<file path="config.mk">
export PLATFORM = sky130hd
export DESIGN_NAME = reg_delay_line
export DESIGN_NICKNAME = d
export VERILOG_FILES = /design/src/rtl/reg_delay_line.sv
export SDC_FILE = /design/constraint.sdc
export NUM_CORES = 1
export LEC_CHECK = 0
export ABC_AREA = 0
export CORE_MARGIN = 2
export CORE_UTILIZATION = 50
export CTS_CLUSTER_DIAMETER = 200
export DETAILED_ROUTE_END_ITERATION = 16
export PLACE_DENSITY = 0.78
export SETUP_SLACK_MARGIN = 0.4
export SLEW_MARGIN = 10
export SYNTH_ARGS = -nofsm -noshare
export SYNTH_HDL_FRONTEND = slang
export SYNTH_SLANG_ARGS = --single-unit
export TNS_END_PERCENT = 50
</file>
<file path="constraint.sdc">
create_clock -name Clock -period 2.2 [get_ports Clock]
set_clock_uncertainty 0.05 [all_clocks]
set_input_delay 0.44 -clock Clock [delete_from_list [all_inputs] [get_ports Clock]]
set_output_delay 0.44 -clock Clock [all_outputs]
set_load 0.01 [all_outputs]
</file>
<file path="src/rtl/reg_delay_line.sv">
// reg_delay_line: parametrised register delay line with per-stage valid bits,
// stall (Enable low), synchronous flush (Clear) and a selectable tap.
//
// Valid semantics: In_Valid qualifies Reg_In on every edge where Enable=1 and
// Clear=0. The word is captured whatever In_Valid is, and the valid bit travels
// with it. There is no ready/back-pressure: the producer owns Enable.
module reg_delay_line #(
  parameter int              WIDTH     = 4,
  parameter int              DEPTH     = 4,
  parameter logic [WIDTH-1:0] RESET_VAL = '0
) (
  input  logic                       Clock,
  input  logic                       Reset,
  input  logic                       Enable,
  input  logic                       Clear,
  input  logic [WIDTH-1:0]           Reg_In,
  input  logic                       In_Valid,
  input  logic [$clog2(DEPTH)-1:0]   Tap_Sel,
  output logic [WIDTH-1:0]           Reg_Out,
  output logic                       Out_Valid,
  output logic [WIDTH-1:0]           Tap_Out,
  output logic                       Tap_Valid,
  output logic [$clog2(DEPTH+1)-1:0] Fill_Count
);

  localparam int SW = $clog2(DEPTH);
  localparam int CW = $clog2(DEPTH+1);

  logic [WIDTH-1:0] stage [DEPTH];
  logic [DEPTH-1:0] v;
  logic [CW-1:0]    count;
  logic             grow;
  logic             shrink;

  // A valid word entering while none leaves grows the count, and the reverse shrinks it.
  // The two cases are exclusive, so the count cannot pass DEPTH or go below 0.
  assign grow   = In_Valid & ~v[DEPTH-1];
  assign shrink = ~In_Valid & v[DEPTH-1];

  // Stage registers, valid bits and fill count; priority Reset > Clear > Enable > hold.
  always_ff @(posedge Clock or posedge Reset) begin
    if (Reset) begin
      for (int k = 0; k < DEPTH; k++) stage[k] <= RESET_VAL;
      v     <= '0;
      count <= '0;
    end else if (Clear) begin
      for (int k = 0; k < DEPTH; k++) stage[k] <= RESET_VAL;
      v     <= '0;
      count <= '0;
    end else if (Enable) begin
      stage[0] <= Reg_In;
      for (int k = 1; k < DEPTH; k++) stage[k] <= stage[k-1];
      v <= {v[DEPTH-2:0], In_Valid};
      if (grow) begin
        count <= count + CW'(1);
      end else if (shrink) begin
        count <= count - CW'(1);
      end
    end
  end

  // Final stage is read straight from registers.
  assign Reg_Out    = stage[DEPTH-1];
  assign Out_Valid  = v[DEPTH-1];
  assign Fill_Count = count;

  // Tap mux; an out-of-range select (non power-of-2 DEPTH) falls back to the last stage.
  always_comb begin
    Tap_Out   = stage[DEPTH-1];
    Tap_Valid = v[DEPTH-1];
    for (int k = 0; k < DEPTH; k++) begin
      if (Tap_Sel == SW'(k)) begin
        Tap_Out   = stage[k];
        Tap_Valid = v[k];
      end
    end
  end

endmodule

</file>
==> implementation parameters, run 1 <==
Parameter                              Value

Finish
  Final standard cell area without fillers    0.001488 sq mm
  Antenna diode count    0
  Fraction of layout cells with a size suffix above 1    23.81%
  Nets    139
  Area grow syn2layout    26.22%

Power
  Post-layout power    between 700 and 800 uW
  NetSw    188.0 uW
  Flop pwr share    around three fifths
  Clock power frac    24.6%
  Combinational cell fraction of total power    roughly 17%
  IR drop worst, VDD    390.3 uV
  Power Density    515.3 mW/mm^2
  Internal power component    578.6 uW
  Static Leak    0.7435 nW
  Share of total power consumed by net switching    24.52%

Critical path
  Family with the most delay on the worst path    multiplexers
  Cell chain of the critical path    mux4_2, buf_6
  Arrival time worst endpoint    1380 ps
  Worst setup path endpoint    Tap_Out[1]
  Reg2reg start    v[3]$_DFFE_PP0P_
  Launching element of the worst setup path    Reg_Out[1]$_DFFE_PP0P_
  Critical Path Source Type    register
  Classification of the worst setup path    reg -> out
  Required @ worst endpoint    1710 ps
  Max stage delay on crit path    500 ps
  Worst path slowest cell    sky130_fd_sc_hd__mux4_2
  Capture instance of the worst register-to-register path    Fill_Count[2]$_DFFE_PP0P_
  Crit path buf inv count    1
  Capturing element type of the critical path    primary output
  Minimum setup slack among reg-to-reg paths    approximately 460 ps
  Length in cells of the worst reg-to-reg path    6
  Top fanout value on the critical path    3
  Critical Path Stages    2

Detailed routing
  Drt pass-1 iters    4
  Total length of routed wires    roughly 2.3 mm
  Final ANT Viol Nets    0
  Detailed-route vias per instance    5.240
  Top Metal Used    met4
  First DRT Iteration DRCs    11
  Met3 WL    55 um
  Total number of vias    807
  # DRC    0
  Routed WL per cell    14.67 um
  Wire length the detailed router placed on met1    around 980 um
  Met2 routed WL    about 1.2 mm

Timing
  Maximum operating frequency    roughly 0.54 GHz
  Final worst path period share    84.83%
  Fin. max-slew vios    0
  Worst-case headroom to the max-slew limit    between 70% and 80%
  Final hold viol count    0
  Min cycle time layout    about 1900 ps
  Unrepaired setup endpoints after global routing    true
  Final setup viols    0
  Worst Tran Pin Value    314.5 ps

Clock network
  Number of buffers added by the clock tree synthesis step    3
  TritonCTS clock tree    yes
  Clock transition at the registers of the reported paths    120 ps
  Latest clock arrival within the worst-skew pair    300 ps
  Number of levels the H-tree was split into    1
  Clock tree root buffer cell    sky130_fd_sc_hd__clkbuf_4
  Number of hold buffers added after cts    0
  Clock sink count    23
  Longest Clk Path Bufs    2

Logic synthesis
  Nets in the synthesized netlist    about 110
  Avg Inst Size Synth    12.28 sq um
  Sequential share of the synthesized area    between 40 and 50%
  Fraction of post-synthesis cell area in the top cell type by area    48.83%
  Yosys synthesis warning count    0
  Post-synthesis instance area    roughly 0.0012 sq mm
  Cells taking the most area after synthesis    sky130_fd_sc_hd__dfrtp_1, sky130_fd_sc_hd__mux2i_1, sky130_fd_sc_hd__mux4_1
  Number of distinct library cells after synthesis    22
  Dominant cell type by area after synthesis    sky130_fd_sc_hd__dfrtp_1
  Count of state elements after synthesis    23
  Synthesized netlist cell count    96

Die
  Width of the die    52.55 um
  Height of the chip    approximately 53 um
  Core Footprint    0.002212 sq mm
  Std cell rows    17
  Total die area    0.002762 sq mm
  Starting utilization of the core area    53.28%
  IO Pins    24

Run status
  Run status    finished, final reports clean

Placed design
  Cell area reported after detailed placement    0.001448 sq mm
  Routability-driven placement congestion ratio    approximately 0.65
  Count of port buffers added during placement    23
  Post-detailed-placement half-perimeter wirelength    1.598 mm

Global routing
  Initial antenna violation count    0
  Global route overflow    0
  Global-route wire length before repair    around 3.9 mm
  Largest net degree at the start of global routing    25
  Number of global-route vias before repair    883
  Total global routing track utilization    approximately 20%

Min path
  Min-Delay Path Class    in -> async

Flow run
  Max-cap viol count    0
[state kept, by name, summed over array words and instances, names as in the netlist]
signal      count
Fill_Count      3
stage          12
v               4
Reg_Out         4
[cells in the mapped netlist]
library cell and count:
sky130_fd_sc_hd__a211oi_2 1, sky130_fd_sc_hd__a21o_1 1, sky130_fd_sc_hd__a21oi_1 2, sky130_fd_sc_hd__and2_2 1
sky130_fd_sc_hd__and2b_2 1, sky130_fd_sc_hd__buf_2 1, sky130_fd_sc_hd__buf_4 6, sky130_fd_sc_hd__buf_6 1
sky130_fd_sc_hd__clkbuf_1 2, sky130_fd_sc_hd__dfrtp_1 23, sky130_fd_sc_hd__fa_1 1, sky130_fd_sc_hd__inv_1 3
sky130_fd_sc_hd__mux2i_1 20, sky130_fd_sc_hd__mux4_1 4, sky130_fd_sc_hd__mux4_2 1, sky130_fd_sc_hd__nand2b_1 1
sky130_fd_sc_hd__nand3_1 2, sky130_fd_sc_hd__nand4b_1 1, sky130_fd_sc_hd__nand4bb_1 1, sky130_fd_sc_hd__nor2_1 21
sky130_fd_sc_hd__o21ai_0 1, sky130_fd_sc_hd__xor2_1 1
[timing repair]
item | in CTS | in global routing
resized for setup | 31 | 3
setup buffers | 4 | 1
setup endpoints to repair | 6 | 8
pin swaps | 0 | 0
[cell families after synthesis]
family / share of synthesized area [%]
mux: 27.81
fa+ha+maj: 1.699
simple gates: 11.15
xor+xnor: 0.7432
compound gates: 2.972
flops: 48.83
buf+inv: 6.793
[cells in the final DEF (no fill, tap or decap), types with 2 or more instances in the layout]
cell type	count
sky130_fd_sc_hd__clkbuf_4	3
sky130_fd_sc_hd__mux2i_1	20
sky130_fd_sc_hd__clkdlybuf4s50_1	15
sky130_fd_sc_hd__nor2_1	21
sky130_fd_sc_hd__buf_4	10
sky130_fd_sc_hd__a21oi_1	2
sky130_fd_sc_hd__dfrtp_1	23
sky130_fd_sc_hd__buf_6	4
sky130_fd_sc_hd__nand3_1	2
sky130_fd_sc_hd__buf_2	4
sky130_fd_sc_hd__inv_1	3
sky130_fd_sc_hd__mux4_2	5
[tightest hold or removal path, cell delays in order]
cell                              delay, ps
sky130_fd_sc_hd__clkdlybuf4s50_1        410
sky130_fd_sc_hd__inv_1                   60
sky130_fd_sc_hd__buf_4                  280
[cell type report]
type	instances	area, sq um
clock buffers	4	26.28
fillers	178	724.4
inverters	3	11.26
multi-input cells	60	508.0
flip-flops and latches	23	575.6
well taps	28	35.03
repair buffers	36	331.6
[layer usage]
metal / vias up / GRT usage (%)
li1: 390 / -
met1: 398 / 23.56
met2: 15 / 35.42
met3: 4 / 1.714
met4: 0 / 10.26
met5: - / 0
[power by group through the flow]
| stage | Combinational [mW] | Clock (mW) | Sequential (mW) |
|---|---|---|---|
| final | 0.130 | 0.189 | 0.447 |
| after global placement | 0.125 | 0 | 0.454 |
| after CTS | 0.130 | 0.200 | 0.447 |
| after floorplan | 0.0723 | 0 | 0.454 |
| after global routing | 0.145 | 0.211 | 0.449 |
| after detailed placement | 0.128 | 0 | 0.456 |
[stage by stage]
step           utilization [%]  hold slack [ps]  setup TNS, ps  setup WS, ps  std cells
6_report                 67.25            444.6              0         333.7        154
5_1_grt                  67.25            460.1              0         285.3        154
4_1_cts                  66.69            437.3              0         313.2        153
3_5_place_dp             65.44            485.9          -1914        -427.8        145
3_3_place_gp             65.44            468.0          -1841        -379.6        145
2_1_floorplan                -            391.9              0         538.4         96
[how the worst min path moves through the flow]
stage | slack [ps] | to | cells after the start | start
after floorplan | 390 | Fill_Count[0]$_DFFE_PP0P_ | 1 | Reset
after global placement | 470 | stage[8]$_DFFE_PP0P_ | 2 | stage[8]$_DFFE_PP0P_
after detailed placement | 490 | Reg_Out[2]$_DFFE_PP0P_ | 2 | stage[6]$_DFFE_PP0P_
after CTS | 440 | stage[15]$_DFFE_PP0P_ | 3 | Reset
after global routing | 460 | stage[15]$_DFFE_PP0P_ | 3 | Reset
final | 440 | stage[4]$_DFFE_PP0P_ | 3 | Reset
Power figures use the tool's default switching activity.
==> inputs of run 2 (changes only) <==
--- a/config.mk
+++ b/config.mk
@@ -7,10 +7,10 @@
 export LEC_CHECK = 0
 export ABC_AREA = 0
 export CORE_MARGIN = 2
-export CORE_UTILIZATION = 50
+export CORE_UTILIZATION = 45
 export CTS_CLUSTER_DIAMETER = 200
 export DETAILED_ROUTE_END_ITERATION = 16
-export PLACE_DENSITY = 0.78
+export PLACE_DENSITY = 0.74
 export SETUP_SLACK_MARGIN = 0.4
 export SLEW_MARGIN = 10
 export SYNTH_ARGS = -nofsm -noshare
==> constraint.sdc (replaced) <==
create_clock -name Clock -period 1.65 [get_ports Clock]
set_clock_uncertainty 0.05 [all_clocks]
set_input_delay 0.33 -clock Clock [delete_from_list [all_inputs] [get_ports Clock]]
set_output_delay 0.33 -clock Clock [all_outputs]
set_load 0.01 [all_outputs]
==> run 2 against run 1 <==
Compared with the run above:
- the flow now finishes with violations (negative setup slack)
- sequential cell count stayed put
- clock power is 35% higher
- cell count is 13% higher
- critical path depth stayed put
- core utilization is 0.18 points lower
- cell area is 12% higher
- sequential power is 33% higher
- combinational power is 57% higher
- global-route usage is 0.97 points lower
- largest cell class unchanged
==> implementation parameters, run 2 (same netlist as run 1, synthesis figures left out) <==
Parameter                              Value

Power
  Power Density    ~630 mW/mm^2
  Clock power frac    24.2%
  NetSw    263.0 uW
  Share of total power consumed by net switching    between 20% and 30%
  Internal power component    790.1 uW
  IR drop worst, VDD    about 540 uV
  Static Leak    around 0.86 nW
  Combinational cell fraction of total power    19.4%
  Flop pwr share    56.4%
  Post-layout power    1.053 mW

Placed design
  Routability-driven placement congestion ratio    0.7230
  Count of port buffers added during placement    23
  Placed cell count    166
  Cell area reported after detailed placement    0.001593 sq mm
  Post-detailed-placement half-perimeter wirelength    approximately 1.8 mm

Clock network
  Number of levels the H-tree was split into    1
  Latest clock arrival within the worst-skew pair    300 ps
  Clock tree root buffer cell    sky130_fd_sc_hd__clkbuf_4
  Clock transition at the registers of the reported paths    120 ps
  Longest Clk Path Bufs    2
  Number of hold buffers added after cts    0
  TritonCTS clock tree    yes
  Clock sink count    23
  Number of buffers added by the clock tree synthesis step    3

Run status
  Run status    finished with violations
  Violations in the final reports    negative setup slack

Timing
  Fin. max-slew vios    0
  Crit path setup slack, layout    -83.85 ps
  Worst-case headroom to the max-slew limit    between 70 and 80%
  Final worst path period share    105.1%
  Maximum operating frequency    0.5768 GHz
  Unrepaired setup endpoints after global routing    true
  Final hold viol count    0
  Final setup viols    6
  Min cycle time layout    1734 ps
  Worst Tran Pin Value    roughly 340 ps

Die
  IO Pins    24
  Std cell rows    18
  Total die area    0.003044 sq mm
  Starting utilization of the core area    47.58%
  Width of the die    55.18 um
  Core Footprint    around 0.0025 sq mm
  Height of the chip    between 50 and 60 um

Critical path
  Classification of the worst setup path    reg -> out
  Critical Path Source Type    register
  Arrival time worst endpoint    between 1000 and 1500 ps
  Required @ worst endpoint    between 1000 and 1500 ps
  Top fanout value on the critical path    2
  Minimum setup slack among reg-to-reg paths    -60 ps
  Capturing element type of the critical path    primary output

Global routing
  Total global routing track utilization    between 10% and 20%
  Layer carrying the most global-route usage    met2
  Number of global-route vias before repair    913
  Largest net degree at the start of global routing    23
  Global-route wire length before repair    3.967 mm
  Global route overflow    0
  Met1 routing resource usage after global routing    about 25%
  Initial antenna violation count    0
  GRT met2 Usage    32.14%
  Met3 GRT Util    ~3.8%

Finish
  Post-Layout Cell Count    174
  Max FFs per register    12
  Area grow syn2layout    40.98%
  Largest register by flop count    stage
  Fraction of layout cells with a size suffix above 1    approximately 40%
  Nets    157
  Antenna diode count    0
  Final standard cell area without fillers    roughly 0.0017 sq mm
  Top library cells by usage in the layout, fill and taps aside    sky130_fd_sc_hd__buf_4, sky130_fd_sc_hd__dfrtp_1, sky130_fd_sc_hd__nor2_1
  Most common library cell in the layout ignoring fill and taps    sky130_fd_sc_hd__buf_4

Detailed routing
  Drt pass-1 iters    4
  First DRT Iteration DRCs    20
  Total length of routed wires    2.503 mm
  # DRC    0
  Detailed-route vias per instance    5.052
  Final ANT Viol Nets    0
  Routed WL per cell    14.39 um
  Total number of vias    879

Flow run
  Max-cap viol count    0

Min path
  Min-Delay Path Class    in -> async
## run 2: worst paths after layout
path                                  startpoint                        end  cells after the start
max                        stage[15]$_DFFE_PP0P_                 Tap_Out[3]                      2
min                                        Reset  Fill_Count[0]$_DFFE_PP0P_                      2
max reg2reg                     v[3]$_DFFE_PP0P_  Fill_Count[2]$_DFFE_PP0P_                      6
min reg2reg                     v[1]$_DFFE_PP0P_           v[2]$_DFFE_PP0P_                      2
max in group asynchronous                  Reset      stage[15]$_DFFE_PP0P_                      3
min in group Clock                        Enable  Fill_Count[0]$_DFFE_PP0P_                      4
## run 2: cell type report
| type | instances | area (sq um) |
|---|---|---|
| Timing Repair Buffer | 54 | 499.2 |
| Tap cell | 30 | 37.54 |
| Inverter | 3 | 11.26 |
| Sequential cell | 23 | 576.8 |
| Fill cell | 201 | 815.8 |
| Clock buffer | 4 | 26.28 |
| Multi-Input combinational cell | 60 | 510.5 |
## run 2: critical path: stages (launching register included)
cell and delay [ps]:
sky130_fd_sc_hd__dfrtp_1 420, sky130_fd_sc_hd__mux4_2 500, sky130_fd_sc_hd__buf_6 140
## run 2: power groups by stage
stage | combinational (mW) | clock (mW) | sequential [mW]
3_5_place_dp | 0.199 | 0 | 0.604
4_1_cts | 0.201 | 0.264 | 0.593
3_3_place_gp | 0.193 | 0 | 0.603
5_1_grt | 0.224 | 0.292 | 0.596
2_1_floorplan | 0.0986 | 0 | 0.605
6_report | 0.204 | 0.255 | 0.594
## run 2: timing repair
item,in CTS,in global routing
buffers inserted,3,1
endpoints found under the setup margin,29,35
gates cloned,0,0
gates resized for setup,72,6
hold endpoints to repair,0,0
pin swaps,1,1
## run 2: stage by stage
stage / setup WS [ps] / utilization (%) / hold slack [ps] / setup TNS, ps
3_5_place_dp: -726.0 / 64.29 / 495.6 / -3889
3_3_place_gp: -722.2 / 64.29 / 480.0 / -3805
6_report: -83.85 / 67.07 / 222.0 / -443.8
2_1_floorplan: 91.59 / - / 281.9 / 0
5_1_grt: -140.3 / 67.07 / 230.1 / -771.7
4_1_cts: -99.52 / 65.86 / 235.0 / -471.6
## run 2: layer usage
metal / vias up / routed length, um
li1: 426 / -
met1: 429 / 1120
met2: 24 / 1228
met3: 0 / 155
met4: 0 / 0
met5: - / 0
==> inputs of run 3 (changes only) <==
--- a/config.mk
+++ b/config.mk
@@ -7,10 +7,10 @@
 export LEC_CHECK = 0
 export ABC_AREA = 0
 export CORE_MARGIN = 2
-export CORE_UTILIZATION = 45
+export CORE_UTILIZATION = 54
 export CTS_CLUSTER_DIAMETER = 200
 export DETAILED_ROUTE_END_ITERATION = 16
-export PLACE_DENSITY = 0.74
+export PLACE_DENSITY = 0.83
 export SETUP_SLACK_MARGIN = 0.4
 export SLEW_MARGIN = 10
 export SYNTH_ARGS = -nofsm -noshare
==> constraint.sdc (replaced) <==
create_clock -name Clock -period 2.1 [get_ports Clock]
set_clock_uncertainty 0.05 [all_clocks]
set_input_delay 0.42 -clock Clock [delete_from_list [all_inputs] [get_ports Clock]]
set_output_delay 0.42 -clock Clock [all_outputs]
set_load 0.01 [all_outputs]
==> run 3 against run 2 <==
Compared with the run above:
- the run now ends clean
- total power down 23%
- cell area down 9.6%
- routed wire length down 12%
- core utilization up 8.0 points
- sequential share of layout area up 3.6 points
- clock power down 20%
- first-iteration DRC count down 55%
- critical path type unchanged
- largest cell class unchanged
- highest routed layer is now met4
==> implementation parameters, run 3 (same netlist as run 1, synthesis figures left out) <==
Parameter                              Value

Finish
  Area grow syn2layout    27.49%
  Final cell utilization of the core    75.06%
  Top library cells by usage in the layout, fill and taps aside    sky130_fd_sc_hd__dfrtp_1, sky130_fd_sc_hd__nor2_1, sky130_fd_sc_hd__mux2i_1
  Fraction of layout cells with a size suffix above 1    25.20%
  Nets    136
  Largest register by flop count    stage
  Antenna diode count    0
  Final standard cell area without fillers    0.001503 sq mm
  Max FFs per register    12
  Most common library cell in the layout ignoring fill and taps    sky130_fd_sc_hd__dfrtp_1

Min path
  Min-Delay Path Class    in -> async

Power
  IR drop worst, VDD    between 500 and 600 uV
  Power Density    541.7 mW/mm^2
  Static Leak    0.7177 nW

Placed design
  Cell area reported after detailed placement    approximately 0.0014 sq mm
  Routability-driven placement congestion ratio    0.7091
  Count of port buffers added during placement    23
  Post-detailed-placement half-perimeter wirelength    about 1.6 mm
  Worst slack at placement    -484.9 ps

Die
  Starting utilization of the core area    58.87%
  Core Footprint    0.002002 sq mm
  Height of the chip    50.72 um
  IO Pins    24
  Width of the die    50.72 um
  Std cell rows    16
  Total die area    0.002573 sq mm

Detailed routing
  Drt pass-1 iters    4
  Detailed-route vias per instance    about 5.4
  # DRC    0
  Total number of vias    807
  Routed WL per cell    14.75 um
  First DRT Iteration DRCs    9
  Total length of routed wires    2.213 mm
  Final ANT Viol Nets    0

Run status
  Run status    finished, final reports clean

Clock network
  TritonCTS clock tree    yes
  Number of buffers added by the clock tree synthesis step    3
  Clock transition at the registers of the reported paths    130 ps
  Clock sink count    23
  Number of levels the H-tree was split into    1
  Clock tree root buffer cell    sky130_fd_sc_hd__clkbuf_4
  Latest clock arrival within the worst-skew pair    310 ps
  Longest Clk Path Bufs    2

Global routing
  GRT met2 Usage    33.33%
  Layer carrying the most global-route usage    met2
  Met1 routing resource usage after global routing    27.18%
  Global-route wire length before repair    3.857 mm
  Total global routing track utilization    20.06%
  Number of global-route vias before repair    834
  Global route overflow    0
  Met3 GRT Util    2.679%
  Initial antenna violation count    0
  Largest net degree at the start of global routing    24

Timing
  Unrepaired setup endpoints after global routing    true
  Final hold viol count    0
  Min cycle time layout    1826 ps
  Fin. max-slew vios    0
  Maximum operating frequency    0.5477 GHz
  Crit path setup slack, layout    274.2 ps
  Worst-case headroom to the max-slew limit    around three quarters
  Final setup viols    0
  Final worst path period share    86.94%
  Worst Tran Pin Value    381.6 ps

Critical path
  Classification of the worst setup path    reg -> out
  Capturing element type of the critical path    primary output
  Required @ worst endpoint    ~1600 ps
  Minimum setup slack among reg-to-reg paths    440 ps
  Arrival time worst endpoint    ~1400 ps
  Top fanout value on the critical path    3
  Length in cells of the worst reg-to-reg path    6
  Critical Path Source Type    register

Flow run
  Max-cap viol count    0
-- run 3: cell count changes in the layout (fill, tap and decap cells not counted), moves of 2 or more --
cell                              before  now
sky130_fd_sc_hd__buf_4                23    6
sky130_fd_sc_hd__buf_2                 4    2
sky130_fd_sc_hd__buf_6                15    7
sky130_fd_sc_hd__clkdlybuf4s50_1       7   15
-- run 3: routing by layer --
layer  part of all wire, %  vias up
met4                   1.0        0
met3                   3.2        2
met2                    50       17
met5                     0        -
met1                    46      406
li1                      -      382
-- run 3: critical path, stage by stage (launching register included) --
cell                      delay [ps]
sky130_fd_sc_hd__dfrtp_1         420
sky130_fd_sc_hd__mux4_2          490
sky130_fd_sc_hd__buf_6           140
-- run 3: worst paths after layout --
path / start / to
max in group asynchronous: Reset / Fill_Count[0]$_DFFE_PP0P_
worst max register to register: v[3]$_DFFE_PP0P_ / Fill_Count[2]$_DFFE_PP0P_
min in group Clock: stage[11]$_DFFE_PP0P_ / stage[11]$_DFFE_PP0P_
worst max-delay path: Reg_Out[1]$_DFFE_PP0P_ / Tap_Out[1]
worst min register to register: stage[11]$_DFFE_PP0P_ / stage[11]$_DFFE_PP0P_
worst min-delay path: Reset / stage[9]$_DFFE_PP0P_
-- run 3: what timing repair did --
action / in CTS / in global routing
pin swaps: 1 / 0
buffers inserted: 1 / 1
endpoints found under the setup margin: 14 / 13
gates resized for setup: 36 / 4
hold buffers: 0 / 0
-- run 3: power breakdown --
part,internal [mW],switching (mW)
combinational,0.0766,0.0635
clock,0.0724,0.133
sequential,0.457,0.0116
total,0.606,0.208
-- run 3: stage by stage --
step	TNS, ps	hold slack, ps	power, mW	instances
3_3_place_gp	-2147	473.0	0.6074	144
5_1_grt	0	422.9	0.8579	150
2_1_floorplan	0	371.9	0.5513	96
6_report	0	406.0	0.8140	150
4_1_cts	0	414.1	0.8207	149
3_5_place_dp	-2241	483.9	0.6115	144
-- run 3: layout make-up --
class                      instances  area, sq um
multi-input combinational         60        530.5
clock buffer                       3        22.52
timing repair buffer              33        321.6
fill                             143        499.2
sequential                        23        575.6
clock inverter                     1        7.507
tap                               27        33.78
inverter                           3        11.26
